<file path="src/rtl/ysyx_24090003_lsu_pkg.sv">
// Shared constants for the ysyx_24090003 LSU: funct3 codes, FSM states,
// base byte-strobe patterns and request legality helpers.
package ysyx_24090003_lsu_pkg;

  localparam logic [2:0] F3_LB  = 3'b000;
  localparam logic [2:0] F3_LH  = 3'b001;
  localparam logic [2:0] F3_LW  = 3'b010;
  localparam logic [2:0] F3_LBU = 3'b100;
  localparam logic [2:0] F3_LHU = 3'b101;
  localparam logic [2:0] F3_SB  = 3'b000;
  localparam logic [2:0] F3_SH  = 3'b001;
  localparam logic [2:0] F3_SW  = 3'b010;

  localparam logic [3:0] WSTRB_B = 4'b0001;
  localparam logic [3:0] WSTRB_H = 4'b0011;
  localparam logic [3:0] WSTRB_W = 4'b1111;

  typedef enum logic [1:0] {
    ST_IDLE = 2'd0,
    ST_REQ  = 2'd1,
    ST_RESP = 2'd2,
    ST_DONE = 2'd3
  } lsu_state_e;

  function automatic logic f3_legal(input logic wen, input logic [2:0] f3);
    if (wen) return (f3 == F3_SB) || (f3 == F3_SH) || (f3 == F3_SW);
    return (f3 == F3_LB) || (f3 == F3_LH) || (f3 == F3_LW) ||
           (f3 == F3_LBU) || (f3 == F3_LHU);
  endfunction

  // funct3[1:0] encodes access size for every legal load and store
  function automatic logic misaligned(input logic [2:0] f3, input logic [1:0] off);
    case (f3[1:0])
      2'b01:   return off[0];
      2'b10:   return off != 2'b00;
      default: return 1'b0;
    endcase
  endfunction

endpackage

</file>
<file path="src/rtl/ysyx_24090003_lsu_ext.sv">
// Load-data extractor: picks the byte/halfword at the request offset and
// sign- or zero-extends it according to funct3.
module ysyx_24090003_lsu_ext
  import ysyx_24090003_lsu_pkg::*;
#(
  parameter int unsigned DATA_W = 32
) (
  input  logic [2:0]        funct3_i,
  input  logic [1:0]        addr_lo_i,
  input  logic [DATA_W-1:0] rdata_i,
  output logic [DATA_W-1:0] data_o
);

  logic [DATA_W-1:0] shifted;

  assign shifted = rdata_i >> {addr_lo_i, 3'b000};

  always_comb begin
    data_o = '0;
    case (funct3_i)
      F3_LB:   data_o = {{24{shifted[7]}}, shifted[7:0]};
      F3_LH:   data_o = {{16{shifted[15]}}, shifted[15:0]};
      F3_LW:   data_o = rdata_i;
      F3_LBU:  data_o = {24'h000000, shifted[7:0]};
      F3_LHU:  data_o = {16'h0000, shifted[15:0]};
      default: data_o = '0;
    endcase
  end

endmodule

</file>
<file path="src/rtl/ysyx_24090003_lsu.sv">
// Load/store unit: accepts one request, runs one data-bus transaction and
// returns extended load data (or an error) to write-back.
module ysyx_24090003_lsu
  import ysyx_24090003_lsu_pkg::*;
#(
  parameter int unsigned ADDR_W = 32,
  parameter int unsigned DATA_W = 32
) (
  input  logic              i_clk,
  input  logic              i_rst,
  input  logic              i_req_valid,
  output logic              o_req_ready,
  input  logic              i_req_wen,
  input  logic [ADDR_W-1:0] i_req_addr,
  input  logic [DATA_W-1:0] i_req_wdata,
  input  logic [2:0]        i_req_funct3,
  output logic              o_bus_valid,
  input  logic              i_bus_ready,
  output logic              o_bus_wen,
  output logic [ADDR_W-1:0] o_bus_addr,
  output logic [DATA_W-1:0] o_bus_wdata,
  output logic [3:0]        o_bus_wstrb,
  input  logic              i_bus_rvalid,
  output logic              o_bus_rready,
  input  logic [DATA_W-1:0] i_bus_rdata,
  input  logic              i_bus_err,
  output logic              o_rsp_valid,
  input  logic              i_rsp_ready,
  output logic [DATA_W-1:0] o_rsp_rdata,
  output logic              o_rsp_err
);

  lsu_state_e        state_q, state_d;
  logic              wen_q;
  logic [ADDR_W-1:0] addr_q;
  logic [DATA_W-1:0] wdata_q;
  logic [3:0]        wstrb_q;
  logic [2:0]        funct3_q;
  logic [DATA_W-1:0] rdata_q;
  logic              err_q;

  logic              accept;
  logic              resp_hs;
  logic              req_bad;
  logic [DATA_W-1:0] lane_wdata;
  logic [3:0]        lane_wstrb;
  logic [DATA_W-1:0] ext_data;

  assign accept  = (state_q == ST_IDLE) && i_req_valid;
  assign resp_hs = (state_q == ST_RESP) && i_bus_rvalid;
  assign req_bad = !f3_legal(i_req_wen, i_req_funct3) ||
                   misaligned(i_req_funct3, i_req_addr[1:0]);

  // Lanes are computed at accept time so the bus side is a plain register.
  always_comb begin
    lane_wdata = '0;
    lane_wstrb = '0;
    if (i_req_wen) begin
      case (i_req_funct3)
        F3_SB: begin
          lane_wdata = {4{i_req_wdata[7:0]}};
          lane_wstrb = WSTRB_B << i_req_addr[1:0];
        end
        F3_SH: begin
          lane_wdata = {2{i_req_wdata[15:0]}};
          lane_wstrb = WSTRB_H << i_req_addr[1:0];
        end
        F3_SW: begin
          lane_wdata = i_req_wdata;
          lane_wstrb = WSTRB_W;
        end
        default: begin
          lane_wdata = '0;
          lane_wstrb = '0;
        end
      endcase
    end
  end

  always_ff @(posedge i_clk or posedge i_rst) begin
    if (i_rst) state_q <= ST_IDLE;
    else       state_q <= state_d;
  end

  always_comb begin
    state_d = state_q;
    case (state_q)
      ST_IDLE: if (i_req_valid)  state_d = req_bad ? ST_DONE : ST_REQ;
      ST_REQ:  if (i_bus_ready)  state_d = ST_RESP;
      ST_RESP: if (i_bus_rvalid) state_d = ST_DONE;
      ST_DONE: if (i_rsp_ready)  state_d = ST_IDLE;
      default: state_d = ST_IDLE;
    endcase
  end

  always_comb begin
    o_req_ready  = 1'b0;
    o_bus_valid  = 1'b0;
    o_bus_rready = 1'b0;
    o_rsp_valid  = 1'b0;
    case (state_q)
      ST_IDLE: o_req_ready  = 1'b1;
      ST_REQ:  o_bus_valid  = 1'b1;
      ST_RESP: o_bus_rready = 1'b1;
      ST_DONE: o_rsp_valid  = 1'b1;
      default: o_req_ready  = 1'b0;
    endcase
  end

  always_ff @(posedge i_clk or posedge i_rst) begin
    if (i_rst) begin
      wen_q    <= 1'b0;
      addr_q   <= '0;
      wdata_q  <= '0;
      wstrb_q  <= '0;
      funct3_q <= '0;
      rdata_q  <= '0;
      err_q    <= 1'b0;
    end else if (accept) begin
      wen_q    <= i_req_wen;
      addr_q   <= i_req_addr;
      wdata_q  <= lane_wdata;
      wstrb_q  <= lane_wstrb;
      funct3_q <= i_req_funct3;
      rdata_q  <= '0;
      err_q    <= req_bad;
    end else if (resp_hs) begin
      rdata_q  <= (i_bus_err || wen_q) ? '0 : ext_data;
      err_q    <= i_bus_err;
    end
  end

  ysyx_24090003_lsu_ext #(
    .DATA_W (DATA_W)
  ) u_ext (
    .funct3_i  (funct3_q),
    .addr_lo_i (addr_q[1:0]),
    .rdata_i   (i_bus_rdata),
    .data_o    (ext_data)
  );

  assign o_bus_wen   = wen_q;
  assign o_bus_addr  = {addr_q[ADDR_W-1:2], 2'b00};
  assign o_bus_wdata = wdata_q;
  assign o_bus_wstrb = wstrb_q;
  assign o_rsp_rdata = rdata_q;
  assign o_rsp_err   = err_q;

endmodule
</file>
<file path="config.mk">
export PLATFORM = sky130hd
export DESIGN_NAME = ysyx_24090003_lsu
export DESIGN_NICKNAME = d
export VERILOG_FILES = /design/src/rtl/ysyx_24090003_lsu_pkg.sv /design/src/rtl/ysyx_24090003_lsu_ext.sv /design/src/rtl/ysyx_24090003_lsu.sv
export SDC_FILE = /design/constraint.sdc
export NUM_CORES = 1
export LEC_CHECK = 0
export ABC_AREA = 1
export BUFFER_PORTS_ARGS = -buffer_cell sky130_fd_sc_hd__buf_4
export CAP_MARGIN = 40
export CORE_ASPECT_RATIO = 1.75
export CORE_MARGIN = 1
export CORE_UTILIZATION = 50
export DETAILED_ROUTE_END_ITERATION = 6
export GPL_ROUTABILITY_DRIVEN = 0
export PLACE_DENSITY = 0.82
export SYNTH_ARGS = -nofsm -noshare
export SYNTH_HDL_FRONTEND = slang
export SYNTH_SLANG_ARGS = --single-unit
</file>
<file path="constraint.sdc">
create_clock -name i_clk -period 4.25 [get_ports i_clk]
set_input_delay 0.425 -clock i_clk [delete_from_list [all_inputs] [get_ports i_clk]]
set_output_delay 0.425 -clock i_clk [all_outputs]
set_load 0.03 [all_outputs]
</file>
# Yosys cells after proc, flatten, opt, wreduce, memory -nomap -nowiden

Cells that the tools add are included.

Order comparisons: 0
Multiply operators: 0
Mux-type cells: 24
Bitwise operators: 0
Equal/unequal tests: 17
Reduce and logical (&&, ||, !) cells: 15
Div/mod/pow operators: 0
Shifts and indexed selects: 3
Add/sub/neg operators: 0

Operators with widths:

| kind                  | number |
|---|---|
| $pmux W32 S5          | 1 |
| $mux W32              | 4 |
| $pmux W32 S3          | 1 |
| $shr A32 B5 Y16       | 1 |
| $eq A3 B3 Y1 const B  | 4 |
| $pmux W4 S3           | 1 |
| $mux W2               | 5 |
| $mux W1               | 9 |
| $ne A2 B2 Y1 const B  | 4 |
| $pmux W2 S4           | 1 |
| $eq A2 B2 Y1 const B  | 3 |
| $eq A3 B1 Y1 const B  | 2 |
| $eq A3 B2 Y1 const B  | 2 |
| $logic_not A3 Y1      | 2 |
| $logic_or A1 B1 Y1    | 6 |
| $eq A2 B1 Y1 const B  | 2 |
| $mux W4               | 1 |
| $reduce_and A4 Y1     | 1 |
| $reduce_bool A2 Y1    | 2 |
| $shl A1 B2 Y4 const A | 1 |
| $shl A2 B2 Y4 const A | 1 |
| $logic_and A1 B1 Y1   | 2 |
| $logic_not A2 Y1      | 1 |
| $pmux W1 S2           | 1 |
| $logic_not A1 Y1      | 1 |

RAM bits: 0
Memory bits (read-only): 0
Bits in latches: 0
Word-level logic and storage cells: 67
Bits of input ports: 107
Memories: 0
Output and inout port bits: 106
Flip-flop bits (word level): 107

# Longest topological paths before layout

Gate-level depths: netlist of the first run.

Depth after elaboration: 11
Mapped depth: 10
Mapped depth without buffers: 9

# Cells and area by module

A second synthesis of the first run with hierarchy kept.

Cells, all modules: 819
Area, all modules: 5958.2 um^2

Modules (own cells, without submodules):

| module                | instances | area an instance (um^2) | cells an instance |
|---|---|---|---|
| ysyx_24090003_lsu     | 1         | 4929.7                  | 598 |
| ysyx_24090003_lsu_ext | 1         | 1028.5                  | 221 |

# Worst setup path after synthesis of the first run

Ideal clock, no wire load.

Path type: register to register
Start point: register state_q[0]
End point: register wdata_q[10] (netlist: o_bus_wdata[10])
Data arrival time: 1.780 ns
Stages on the path, launching flop included: 10
Path buffers: 1
Data required time: 4.184 ns
Slack: 2.405 ns
Cell sequence: dfrtp_1 > inv_1 > ha_1 > nand2_2 > inv_2 > nand2_4 > a21oi_4 > buf_6 > o21ai_0 > nand2_1

Longest elaborated chain between the ends: 2

Ends and longest elaborated chain:

| what                     | line                     | text |
|---|---|---|
| start: declaration       | ysyx_24090003_lsu.sv:33  | `lsu_state_e state_q, state_d;` |
| start signal: assignment | ysyx_24090003_lsu.sv:82  | `else state_q <= state_d;` |
| $logic_not A2 Y1         | ysyx_24090003_lsu.sv:49  | `assign accept = (state_q == ST_IDLE) && i_req_valid;` |
| $logic_and A1 B1 Y1      | ysyx_24090003_lsu.sv:49  |  |
| end signal: assignment   | ysyx_24090003_lsu.sv:122 | `wdata_q <= lane_wdata;` |
| end: declaration         | ysyx_24090003_lsu.sv:36  | `logic [DATA_W-1:0] wdata_q;` |

Every way passes these cells.
A chain may end at the register's enable or synchronous reset.

# Worst setup path in the final report of the first run

Start point: register state_q[0]
End point: register wdata_q[14] (netlist: o_bus_wdata[14])

The elaborated chain is that of the path after synthesis.

==> key figures, run 1 <==
Setup path
  • Startpoint types: flip-flop
  • Worst reg2reg path depth: 8
  • Crit path kind: reg2reg
  • Arr. time, crit path: roughly 2700 ps
  • R2r setup slk: 1810 ps
  • CP max stage delay: around 520 ps
  • Crit. Startpoint: state_q[0]$_DFFE_PP0P_
  • Cell Chain, Critical Path: inv_1, ha_1, nand2_2, inv_2, nand2_4, a21oi_4, o21ai_0, nand2_1
  • Slowest stage cell on the critical path: a21oi_4
  • CP endpoint kind: flip-flop
  • Max FO, Critical Path: 33
  • FF-to-FF Start: state_q[0]$_DFFE_PP0P_
  • Worst Path Required: 4540 ps
  • Reg2reg end: o_bus_wdata[14]$_DFFE_PP0P_

Global route
  • Number of global-route vias before repair: 5117
  • Global Route Usage Sum: about a quarter
  • Global-route wire length before repair: 24470 microns
  • Pin count of the biggest net entering global routing: 56
  • GRT overflow: 0
  • Initial antenna violation count: 0

Synth
  • #FFs+latches synth: 107
  • Synth Instances: ~780
  • Yosys Warn Count: 0
  • Share of the yosys chip area belonging to registers: 46.77%
  • Synth Cell Area: 5725 sq um
  • Avg Inst Size Synth: 7.322 sq um
  • Yosys cell types: 28

Power
  • Power density cells: 708.9 nW/um^2
  • Leakage: around 4.4 nW
  • Worst vdd ir: 0.5608 mV

Clocking
  • H-tree levels: 3
  • CTS Buffer Depth: 2
  • TritonCTS buffer count: 9
  • CTS root buf: clkbuf_16
  • CTS tree: yes
  • Hold-fix buffers, CTS: 0
  • Sink Count: about 110
  • Clock transition at the registers of the reported paths: 80 ps
  • Setup Fix Bufs, Post-CTS: 0
  • Clock latency on the worst-skew pair: roughly 350 ps
  • Post-CTS resize count: 0

Timing
  • Final period util: 57.43%
  • # setup viols final: 0
  • Worst Skew: 9.735 ps
  • Worst Tran Pin Value: 782.9 ps
  • Fin crit period: between 2000 and 2500 ps
  • Final TNS setup: 0 ps
  • Maximum clock frequency: between 0.4 and 0.5 GHz
  • Final hold violation count: 0
  • RSZ-0062 raised after global routing: no
  • Slew headroom: 47.68%
  • Max-slew violations: 0

Die
  • Die area: 11900 sq um
  • CORE AREA: 11170 sq um
  • # IOs: 213
  • Die Span Y: 143.6 microns
  • Die X: 82.89 microns
  • Starting Density: between 50% and 60%
  • Num rows: 51

Detailed routing
  • Iteration-0 DRC count of the detailed router: approximately 240
  • Wire per inst: 14.37 microns
  • Vias/cell: 5.076
  • Vias: between 5000 and 6000
  • Total Wirelength: 15560 microns
  • DR pass1 iterations: 5
  • Final ANT Viol Nets: 0
  • Post-route DRC violation count: 0

Flow run
  • # Max-Cap Violations: 0

Finish
  • Area delta synth->final: 30.31%
  • ANT cells: 0
  • Commonest non-fill, non-tap cell in the layout: nand2_1
  • Most frequent cells in the layout: nand2_1, buf_4, dfrtp_1
  • Layout fillers: 994
  • Layout Utilization: 66.81%
  • Share of cells above drive strength 1: 25.97%
  • Fin nets: between 1000 and 1500

Placement
  • Port bufs: 210
  • DP Wirelength: about 12000 microns

Hold path
  • Hold Path Class: in2async

Run status
  • Status: finished, final reports clean
-- layout make-up --
type | count | area, sq um | share of cell area [%]
flip-flops and latches | 107 | 2678 | 35.89
multi-input cells | 549 | 2392 | 32.06
repair buffers | 218 | 1680 | 22.52
inverters | 61 | 231.5 | 3.102
clock buffers | 9 | 225.2 | 3.019
well taps | 132 | 165.2 | 2.214
clock inverters | 7 | 88.84 | 1.191
-- logic make-up after synthesis --
| family | share of synthesized area, % |
|---|---|
| AND/OR/NAND/NOR | 31.42 |
| adder cells (fa/ha/maj) | 1.530 |
| flip-flops | 46.77 |
| other | 0.06550 |
| AO/OA/AOI/OAI | 8.698 |
| buffers and inverters | 11.52 |
-- power by group --
group          leakage (nW)  total (mW)  internal (mW)  switching, mW
clock                 0.154       0.864          0.468          0.396
sequential             1.42        1.67           1.39          0.275
combinational          2.83        2.76          0.975           1.78
total                  4.40        5.29           2.84           2.45
-- how the worst max path moves through the flow --
stage / endpoint / slack (ps) / cells after the start
global route: o_rsp_rdata[30]$_DFFE_PP0P_ / 1560 / 9
CTS: o_bus_wdata[12]$_DFFE_PP0P_ / 1820 / 8
detailed placement: o_bus_wdata[12]$_DFFE_PP0P_ / 1810 / 8
global placement: o_rsp_rdata[12]$_DFFE_PP0P_ / 1720 / 8
finish: o_bus_wdata[14]$_DFFE_PP0P_ / 1810 / 8
floorplan: addr_q[0]$_DFFE_PP0P_ / 1010 / 1
-- critical path: cells and delay by family (launching register included) --
family / cells / cell delay [ps]
buffers and inverters: 2 / 300
adder cells (fa/ha/maj): 1 / 280
AO/OA/AOI/OAI: 2 / 750
AND/OR/NAND/NOR: 3 / 620
flip-flops: 1 / 420
-- cells in the mapped netlist, drive strengths merged --
| library cell | count | area share, % |
|---|---|---|
| dfrtp | 107 | 47 |
| nor3 | 2 | 0.17 |
| a22oi | 8 | 1.0 |
| buf | 51 | 6.5 |
| o211ai | 7 | 0.92 |
| a21oi | 4 | 0.61 |
| ha | 7 | 1.5 |
| nand2 | 390 | 26 |
| o21bai | 1 | 0.13 |
| clkbuf | 15 | 0.98 |
| nor2 | 27 | 1.9 |
| nand3 | 37 | 3.2 |
| nand3b | 1 | 0.13 |
| conb | 1 | 0.065 |
| o21ai | 52 | 4.5 |
| inv | 61 | 4.0 |
| nand4 | 1 | 0.11 |
| a22o | 8 | 1.2 |
| o22ai | 2 | 0.22 |
-- per-layer routing --
metal / part of all wire, % / track usage (%) / routed length [microns] / vias up
met2: 53 / 45.94 / 8180 / 216
met5: 0 / 0 / 0 / -
met3: 5.6 / 4.825 / 864 / 54
met4: 5.5 / 15.88 / 860 / 0
li1: - / - / - / 2717
met1: 36 / 28.36 / 5657 / 2510
-- metrics by stage --
| stage | hold slack [ps] | std cells | area [sq um] | worst slack (ps) | power (mW) |
|---|---|---|---|---|---|
| CTS | 35.94 | 1083 | 7461 | 1817 | 5.330 |
| global placement | 463.0 | 1064 | 7081 | 1716 | 4.359 |
| finish | 33.91 | 1083 | 7461 | 1809 | 5.289 |
| floorplan | 450.0 | 783 | 5729 | 1008 | 3.659 |
| global route | 53.38 | 1083 | 7461 | 1558 | 5.639 |
| detailed placement | 416.5 | 1067 | 7147 | 1808 | 4.449 |
-- sequential cells by signal (all words and copies together), names as in the netlist --
signal	flops
o_rsp_rdata	32
addr_q	32
funct3_q	3
o_bus_wen	1
state_q	2
o_rsp_err	1
o_bus_wdata	32
o_bus_wstrb	4
(Power assumes the default switching activity.)
==> inputs of run 2 (changes only) <==
--- a/config.mk
+++ b/config.mk
@@ -10,10 +10,10 @@
 export CAP_MARGIN = 40
 export CORE_ASPECT_RATIO = 1.75
 export CORE_MARGIN = 1
-export CORE_UTILIZATION = 50
+export CORE_UTILIZATION = 45
 export DETAILED_ROUTE_END_ITERATION = 6
 export GPL_ROUTABILITY_DRIVEN = 0
-export PLACE_DENSITY = 0.82
+export PLACE_DENSITY = 0.78
 export SYNTH_ARGS = -nofsm -noshare
 export SYNTH_HDL_FRONTEND = slang
 export SYNTH_SLANG_ARGS = --single-unit
==> constraint.sdc (replaced) <==
create_clock -name i_clk -period 2.1 [get_ports i_clk]
set_input_delay 0.21 -clock i_clk [delete_from_list [all_inputs] [get_ports i_clk]]
set_output_delay 0.21 -clock i_clk [all_outputs]
set_load 0.03 [all_outputs]
==> run 2 against run 1 <==
Effect of this change:
- clock-buffer cell count grew 1
- highest routed layer unchanged
- sequential share of layout area shrank 0.38 points
- utilization shrank 6.2 points
- setup slack lost 1600 ps
- largest power group unchanged
- register-to-register slack lost 1600 ps
- clock skew shrank 3.3 ps
==> key figures, run 2 (synthesized netlist as in run 1, its figures left out) <==
Timing
  • Final period util: 90.46%
  • Max-slew violations: 0
  • Hold Worst Slack: 45.73 ps
  • Slew headroom: 53.87%
  • # setup viols final: 0
  • Worst Tran Pin Value: 692.0 ps
  • Fin crit period: 1900 ps
  • Final TNS setup: 0 ps
  • Worst Skew: about 6.4 ps
  • RSZ-0062 raised after global routing: no
  • Final hold violation count: 0
  • Maximum clock frequency: 0.5264 GHz

Detailed routing
  • Final ANT Viol Nets: 0
  • Vias/cell: between 4 and 5
  • Total Wirelength: 15960 microns
  • Post-route DRC violation count: 0
  • DR pass1 iterations: 5
  • Wire per inst: 14.17 microns
  • Iteration-0 DRC count of the detailed router: 308
  • Vias: about 5500

Global route
  • Pin count of the biggest net entering global routing: 66
  • Number of global-route vias before repair: 5189
  • Global-route wire length before repair: between 20000 and 25000 microns
  • Initial antenna violation count: 0
  • Global Route Usage Sum: between 20% and 30%
  • GRT overflow: 0

Die
  • Die Span Y: between 150 and 200 microns
  • CORE AREA: ~12000 sq um
  • Die X: between 80 and 90 microns
  • # IOs: 213
  • Starting Density: ~46%
  • Die area: 13200 sq um
  • Num rows: 54

Run status
  • Status: finished, final reports clean

Placement
  • DP Wirelength: 11890 microns
  • Port bufs: 210

Setup path
  • CP max stage delay: 560 ps
  • Worst Path Required: 2390 ps
  • CP endpoint kind: flip-flop
  • Crit path kind: reg2reg
  • Arr. time, crit path: 2190 ps
  • Max FO, Critical Path: 65
  • Most used cell, CP: buf_4
  • Slowest stage cell on the critical path: buf_4
  • Startpoint types: flip-flop
  • Cell Chain, Critical Path: inv_1, ha_1, nand2_2, buf_4, buf_4, a22o_1

Clocking
  • H-tree levels: 3
  • CTS root buf: clkbuf_16
  • Setup Fix Bufs, Post-CTS: 0
  • CTS tree: yes
  • Clock transition at the registers of the reported paths: 80 ps
  • Post-CTS resize count: 0
  • Clock latency on the worst-skew pair: 350 ps
  • Sink Count: 107
  • CTS Buffer Depth: 2
  • TritonCTS buffer count: 9

Finish
  • Fin nets: 1067
  • ANT cells: 0
  • Area delta synth->final: 31.69%
  • Share of cells above drive strength 1: 26.30%
  • Most frequent cells in the layout: nand2_1, buf_4, dfrtp_1
  • Commonest non-fill, non-tap cell in the layout: nand2_1
  • Layout Utilization: between 60% and 70%

Flow run
  • # Max-Cap Violations: 0

Power
  • Power density cells: 1430 nW/um^2
  • Worst vdd ir: 0.6407 mV
  • Leakage: 4.419 nW
  • Design Power: 10.78 mW

Hold path
  • Hold Path Class: in2reg
run 2: cell types whose count changed in the layout (fill, tap and decap cells not counted), moves of 2 or more:
cell,previous run,this run
buf_16,2,0
buf_4,215,223
clkinv_4,3,0
inv_6,0,2
run 2: per-stage QoR:
step | cells | setup slack, ps | instance area, sq um
floorplan | 783 | 254.8 | 5733
global placement | 1109 | 286.2 | 7207
detailed placement | 1109 | 236.9 | 7207
CTS | 1126 | 208.0 | 7540
global route | 1126 | 59.66 | 7540
finish | 1126 | 200.4 | 7540
run 2: per-layer routing:
| metal | wire length, microns | GRT usage, % |
|---|---|---|
| met3 | 933 | 4.905 |
| met1 | 5964 | 27.79 |
| met5 | 0 | 0 |
| met2 | 8345 | 42.89 |
| met4 | 715 | 11.89 |
run 2: critical path, delay by kind of cell (launching register included):
kind	cells	cell delay (ps)
AO/OA/AOI/OAI	1	250
buffers and inverters	3	840
AND/OR/NAND/NOR	1	90
flip-flops	1	400
adder cells (fa/ha/maj)	1	220
run 2: power breakdown:
group,total [mW],switching [mW],leakage [nW],internal [mW]
clock,1.85,0.784,0.159,1.06
sequential,3.31,0.486,1.42,2.82
combinational,5.63,3.66,2.84,1.97
total,10.8,4.93,4.42,5.85
run 2: cell type report:
class | instances | area, sq um
repair buffers | 225 | 1704
well taps | 168 | 210.2
inverters | 61 | 232.7
multi-input cells | 549 | 2392
clock buffers | 10 | 229.0
clock inverters | 6 | 93.84
fillers | 1194 | 4892
flip-flops and latches | 107 | 2678
run 2: final timing paths:
kind,from,endpoint,slack [ps],cells past startpoint
setup / recovery,state_q[0]$_DFFE_PP0P_,o_bus_wdata[3]$_DFFE_PP0P_,200,6
hold / removal,i_req_addr[21],addr_q[21]$_DFFE_PP0P_,50,3
setup reg to reg,state_q[0]$_DFFE_PP0P_,o_bus_wdata[3]$_DFFE_PP0P_,200,6
hold reg to reg,o_rsp_rdata[29]$_DFFE_PP0P_,o_rsp_rdata[29]$_DFFE_PP0P_,480,2
max in group asynchronous,i_rst,o_bus_wdata[16]$_DFFE_PP0P_,1030,4
min in group asynchronous,i_rst,addr_q[25]$_DFFE_PP0P_,490,4
run 2: what timing repair did:
item                                    in CTS  in global routing
endpoints found under the hold margin       58                  0
endpoints found under the setup margin       0                  0
hold buffers                                 1                  0
